--- src/rtl/branch_predictor.sv ---
// Direct-mapped BTB with 2-bit saturating counters and a registered mispredict redirect.
// Optional BP_STATS_EN adds branch and mispredict counters (stat_br, stat_miss).
module branch_predictor #(
    parameter int unsigned IDX_W = 5
) (
    input  logic        clk,
    input  logic        rstn,
    input  logic [31:0] fetch_pc,
    output logic        pred_taken,
    output logic [31:0] pred_pc,
    input  logic        upd_valid,
    input  logic [31:0] upd_pc,
    input  logic        upd_taken,
    input  logic [31:0] upd_target,
    input  logic        upd_pred_taken,
    input  logic [31:0] upd_pred_pc,
    output logic        flush,
    output logic [31:0] flush_pc
`ifdef BP_STATS_EN
    ,
    output logic [31:0] stat_br,
    output logic [31:0] stat_miss
`endif
);

    localparam int unsigned NUM_ENT = 1 << IDX_W;
    localparam int unsigned TAG_W   = 30 - IDX_W;

    logic [NUM_ENT-1:0] valid_q;
    logic [TAG_W-1:0]   tag_q    [NUM_ENT];
    logic [31:0]        target_q [NUM_ENT];
    logic [1:0]         ctr_q    [NUM_ENT];

    logic               flush_q;
    logic [31:0]        flush_pc_q;

    logic [IDX_W-1:0]   f_idx, u_idx;
    logic [TAG_W-1:0]   f_tag, u_tag;
    logic               u_hit, u_alloc, mispredict;
    logic [1:0]         ctr_nxt;
    logic [31:0]        correct_pc;

    // Lookup reads the arrays before any same-cycle write lands.
    always_comb begin
        f_idx      = fetch_pc[IDX_W+1:2];
        f_tag      = fetch_pc[31:IDX_W+2];
        pred_taken = valid_q[f_idx] && (tag_q[f_idx] == f_tag) && ctr_q[f_idx][1];
        pred_pc    = pred_taken ? target_q[f_idx] : fetch_pc + 32'd4;
    end

    always_comb begin
        u_idx      = upd_pc[IDX_W+1:2];
        u_tag      = upd_pc[31:IDX_W+2];
        u_hit      = valid_q[u_idx] && (tag_q[u_idx] == u_tag);
        u_alloc    = !u_hit && upd_taken;
        correct_pc = upd_taken ? upd_target : upd_pc + 32'd4;
        // The carried direction bit is implied by upd_pred_pc; only the PC decides.
        mispredict = upd_valid && (correct_pc != upd_pred_pc) && (upd_pred_taken | 1'b1);
        ctr_nxt    = ctr_q[u_idx];
        if (upd_taken) begin
            if (ctr_q[u_idx] != 2'd3) ctr_nxt = ctr_q[u_idx] + 2'd1;
        end else begin
            if (ctr_q[u_idx] != 2'd0) ctr_nxt = ctr_q[u_idx] - 2'd1;
        end
    end

    always_ff @(posedge clk or negedge rstn) begin
        if (!rstn) begin
            valid_q    <= '0;
            flush_q    <= 1'b0;
            flush_pc_q <= 32'd0;
        end else begin
            if (upd_valid && u_alloc) valid_q[u_idx] <= 1'b1;
            flush_q <= mispredict;
            if (mispredict) flush_pc_q <= correct_pc;
        end
    end

    // Payload arrays carry no reset; an entry is only meaningful while its valid bit is set.
    always_ff @(posedge clk) begin
        if (upd_valid) begin
            if (u_hit) begin
                ctr_q[u_idx] <= ctr_nxt;
                if (upd_taken) target_q[u_idx] <= upd_target;
            end else if (upd_taken) begin
                tag_q[u_idx]    <= u_tag;
                target_q[u_idx] <= upd_target;
                ctr_q[u_idx]    <= 2'd2;
            end
        end
    end

    assign flush    = flush_q;
    assign flush_pc = flush_pc_q;

`ifdef BP_STATS_EN
    logic [31:0] stat_br_q, stat_miss_q;

    always_ff @(posedge clk or negedge rstn) begin
        if (!rstn) begin
            stat_br_q   <= 32'd0;
            stat_miss_q <= 32'd0;
        end else begin
            if (upd_valid)  stat_br_q   <= stat_br_q + 32'd1;
            if (mispredict) stat_miss_q <= stat_miss_q + 32'd1;
        end
    end

    assign stat_br   = stat_br_q;
    assign stat_miss = stat_miss_q;
`endif

endmodule

--- config.mk ---
export PLATFORM = sky130hd
export DESIGN_NAME = branch_predictor
export DESIGN_NICKNAME = d
export VERILOG_FILES = /design/src/rtl/branch_predictor.sv
export SDC_FILE = /design/constraint.sdc
export NUM_CORES = 2
export LEC_CHECK = 0
export BUFFER_PORTS_ARGS = -buffer_cell sky130_fd_sc_hd__buf_4
export CAP_MARGIN = 20
export CELL_PAD_IN_SITES_DETAIL_PLACEMENT = 1
export CELL_PAD_IN_SITES_GLOBAL_PLACEMENT = 2
export CORE_ASPECT_RATIO = 2
export CORE_MARGIN = 3
export CORE_UTILIZATION = 54
export CTS_CLUSTER_SIZE = 28
export DETAILED_ROUTE_END_ITERATION = 10
export PLACE_DENSITY_LB_ADDON = 0.08
export SYNTH_ARGS = -nofsm -noshare
export SYNTH_HDL_FRONTEND = slang
export SYNTH_SLANG_ARGS = --single-unit
--- constraint.sdc ---
create_clock -name clk -period 12.5 [get_ports clk]
set_input_delay 2.5 -clock clk [delete_from_list [all_inputs] [get_ports clk]]
set_output_delay 2.5 -clock clk [all_outputs]
set_load 0.005 [all_outputs]
; ---- Word level (Yosys, flattened, before mapping)
; Memories as Yosys holds them, arrays and structs flattened.
; Index checks and enable logic that the tools add are counted.
[op_classes]
add_sub_neg = 4
n_lt_le_gt_ge = 3
eq_ne = 4
mux = 23
bitwise_logic = 3
reduce_logical = 9
[ops]
columns = operator, n
row1 = $mux W32, 3
row2 = $add A32 B3 Y32 const B, 2
row3 = $eq A25 B25 Y1, 2
row4 = $ne A32 B32 Y1, 1
row5 = $or A32 B32 Y32, 1
row6 = $mux W1, 13
row7 = $lt A5 B6 Y1 const B, 2
row8 = $bmux W1 S5, 2
row9 = $mux W2, 4
row10 = $logic_and A1 B1 Y1, 7
row11 = $demux W1 S5, 1
row12 = $ge A5 B1 Y1 const B, 1
row13 = $add A2 B1 Y2 const B, 1
row14 = $ne A2 B2 Y1 const B, 1
row15 = $or A1 B1 Y1, 2
row16 = $reduce_bool A2 Y1, 1
row17 = $sub A2 B1 Y2 const B, 1
row18 = $logic_not A1 Y1, 1
[totals]
regBits = 65
ramBits = 1888
input_bits = 133
out_inout_bits = 66
elab_cells = 52
n_memories = 3
[mem_list]
columns = name, words, width, rd, rd_clocked_by_memory_dff, wr, line_no
row1 = target_q, 32, 32, 1, 0, 1, 31  ; logic [31:0] target_q [NUM_ENT];
row2 = tag_q, 32, 25, 2, 0, 1, 30  ; logic [TAG_W-1:0] tag_q [NUM_ENT];
row3 = ctr_q, 32, 2, 2, 0, 1, 32  ; logic [1:0] ctr_q [NUM_ENT];

; ---- Longest topological paths before layout
[logic_depth]
word_depth = 7
mapped_depth = 16
ltp_nobuf = 10

; ---- Worst setup path before layout
; OpenSTA, ideal clock, no wires.
[synth_path]
kind = input to output
from = in fetch_pc[2]
to = out pred_pc[31]
arrival_ps = 5668
t_required_ps = 10000
setup_slack_ps = 4332
stages = 12
n_path_buf = 8
cell_sequence = buf_6 -> buf_4 -> buf_6 -> buf_4 -> buf_4 -> buf_2 -> buf_2 -> buf_1 -> mux4_2 -> mux4_2 -> mux2i_1 -> mux2i_1
[synth_between]
elab_chain_cells = 5
elab_cells_between_ends = 10
classes_between = add/sub: 1 / eq/ne: 1 / mux: 3 / reduce/logical: 2 / memory: 3
[synth_lines]
columns = item, line_no
row1 = "start, declared", 8  ; input logic [31:0] fetch_pc,
row2 = $mem_v2 Z32 W25 / $bmux W1 S5 (equally long branches), -
row3 = $eq A25 B25 Y1 / $mux W1 (equally long branches), 47  ; pred_taken = valid_q[f_idx] && (tag_q[f_idx] == f_tag) && ctr_q[f_idx][1];
row4 = $logic_and A1 B1 Y1 (2 in series), 47
row5 = $mux W32 *, 48  ; pred_pc = pred_taken ? target_q[f_idx] : fetch_pc + 32'd4;
row6 = "end, declared", 10  ; output logic [31:0] pred_pc,
; Every way passes the cells marked *; elsewhere a longest branch is shown, timed or not. The select of a mux whose other input is x is not followed.

; ---- Worst setup path after layout
[layout_path]
from = in fetch_pc[3]
to = out pred_pc[28]
; Same word-level chain as after synthesis.

==> summary.md <==
| Metric | Value |
|---|---|
| Worst Setup Path Type | primary input to output pin |
| Final hold violations | 0 |
| Register bit total from synthesis | 1,953 |
| Slowest library cell on the worst path | nor4b_1 |
| Final HPWL DP | 174,000 um |
| Setup TNS | 0 ps |
| Worst slack, placed | 2230 ps |
| Slowest Stage Delay on Critical Path | 790 ps |
| EDFF count, synth | 1,888 |
| Critical Path Start Type | primary input |
| Clock tree from TritonCTS | done |
| Ports | 199 |
| Initial antenna violation count | 19 |
| Worst hold path type | flip-flop to flip-flop |
| TritonCTS sink count | 1,953 |
| Ys Warns | 0 |
| Seq/Total Area, Yosys | 0.690 |
| Wire length per cell | 43.0 um |
| Share of the synthesized area in the top cell type | 0.670 |
| Drt first pass iters | 6 |
| Final setup viols | 0 |
| Mapped Area | 84,600 um^2 |
| Maximum fanout along the worst path | 69 |
| Post-CTS sizing | 0 |
| Mapped Cells | 4,160 |
| Die H | 566 um |
| Max Cap Viol | 0 |
| Vias per std cell | 7.16 |
| Worst slew pin tran | 1240 ps |
| PD cells | 147 nW/um^2 |
| Routed WL | 284,000 um |
| First-pass GRT wire length | 393,000 um |
| Antenna-violating nets left | 0 |
| FP Rows | 204 |
| Core area | 155,000 um^2 |
| Synth area leader | edfxtp_1 |
| Clock latency on the worst-skew pair | 840 ps |
| Clock transition at the registers of the reported paths | 60 ps |
| CP most frequent cell | buf_4 |
| Final period utilization | 0.844 |
| Grt ovf | 0 |
| Leak | 30.2 nW |
| Share of post-route cells with drive strength above 1 | 0.321 |
| Cell family with most CP delay | buffers and inverters |
| Dominant synthesized flop cell | edfxtp_1 |
| Fmax | 0.0948 GHz |
| Clock buffer depth | 4 |
| Crit-path cells | buf_8 -> buf_4 -> mux2i_1 -> o22ai_1 -> nor4b_1 -> nor3_1 -> a211oi_2 -> o2111ai_2 -> nor4b_4 -> buf_4 -> mux2i_1 -> buf_4 |
| Post-CTS setup buffers | 0 |
| Max transition margin | 0.173 |
| Violation count after the first detailed-routing iteration | 6,048 |
| Setup WS post-layout | 1950 ps |
| Post-synth top cells | edfxtp_1, mux4_2, mux2i_1 |
| Final min period | 10,550 ps |
| Count leader, synth | edfxtp_1 |
| Crit path DAT | 8050 ps |
| I/O Buffers | 197 |
| Die width | 286 um |
| TritonCTS Buffers | 179 |
| Setup crit end kind | output pin |
| Root Buffer | clkbuf_16 |
| Unrepaired setup endpoints after global routing | false |
| Largest net degree at the start of global routing | 127 |
| DRC | 0 |
| H-Tree Depth | 4 |
| Syn_area_per_cell | 20.3 um^2 |
| CTS Hold Buffers Added | 0 |
| Total Nets Final | 4,541 |
| Vias in the first global route | 49,700 |
| Ys async rst share | 0.0333 |
| Worst Skew | 53.9 ps |
| R2R Setup Slk | 7130 ps |
| Leading post-synthesis cells by cell area | edfxtp_1, mux4_2, dfrtp_1 |
| P&R area growth vs syn | 12.0% |
| Synthesized Nets | 4,298 |
| Slew Limit Fails | 0 |
| Worst EP required | 10,000 ps |
| Worst path bufs/invs | 4 |
| Die ar. | 162,000 um^2 |
| Synth cell types | 82 |
| GRT Total Usage | 0.355 |
| Total number of vias | 47,300 |
| Starting density of the core | 0.546 |
| GP Congestion | 0.872 |
| Worst vdd ir | 0.000140 V |
| Status | finished, final reports clean |
==> cells in the final DEF, fill, tap and decap left out, types with 32 or more instances in the layout <==
cell type and n:
mux2_2 49, xor2_1 50, clkbuf_16 181, and3_1 57, nand2_1 92, o21ai_0 53
nor2_4 63, dfrtp_1 65, mux4_2 716, edfxtp_1 1888, clkinv_1 40, xnor2_1 62
mux2i_1 153, clkbuf_1 32, a22oi_1 105, nor3_1 34, buf_4 331, nor2_1 43
nand4_1 36
==> power by group <==
group	switching, mW	leakage (nW)	internal [mW]	total [mW]
clock	2.44	2.78	3.06	5.50
sequential	0.0398	17.8	7.25	7.29
combinational	0.687	9.65	0.444	1.13
==> registers in the layout (all words and copies together), names as in the netlist <==
signal,cells
valid_q,32
target_q,1024
ctr_q,64
flush,1
tag_q,800
flush_pc,32
==> path summary, 6_finish.rpt <==
path / startpoint / endpoint / depth (start not counted)
max: fetch_pc[3] / pred_pc[28] / 12
max reg2reg: tag_q[14][16] / ctr_q[15][1] / 10
min reg2reg: valid_q[27] / valid_q[27] / 1
min in group asynchronous: rstn / flush_pc[11] / 1
min: valid_q[27] / valid_q[27] / 1
max in group asynchronous: rstn / valid_q[4] / 2
==> logic make-up (layout without fill, tap and decap cells) <==
family                     Yosys count  after routing  synth area share
buffers and inverters              315            695            0.0179
muxes                              928            928             0.217
xor gates and xnor gates           115            115            0.0124
DFF                               1953           1953             0.690
and+or+nand+nor                    477            477            0.0308
other                                0              9                 0
AOI/OAI and AO/OA                  367            367            0.0320
adders and majority gates            5              5          0.000740
==> through the flow <==
stage	cell area, um^2	cells	util	hold WS [ps]	power, mW
2_1_floorplan	84600	4160	-	439	8.04
3_3_place_gp	89000	6281	0.575	453	8.53
3_5_place_dp	89000	6281	0.575	466	8.56
4_1_cts	94700	6599	0.611	485	14.0
5_1_grt	94800	6603	0.612	497	14.3
6_report	94800	6609	0.612	481	13.9
==> layer usage <==
metal  track usage  routed length [um]  up-vias
li1              -                   -    18100
met5             0                 130        -
met2         0.605              146000     2820
met3        0.0570               22200      811
met1         0.421               94500    25500
met4         0.234               21700       18
==> area by class of cell <==
cell class / instances / area, um^2
antenna: 9 / 22.5
clock buffer: 220 / 4750
clock inverter: 98 / 957
fill: 12900 / 60200
inverter: 32 / 126
multi-input combinational: 1892 / 25300
sequential: 1953 / 58300
tap: 2060 / 2580
timing repair buffer: 345 / 2740
(Power assumes the default switching activity.)
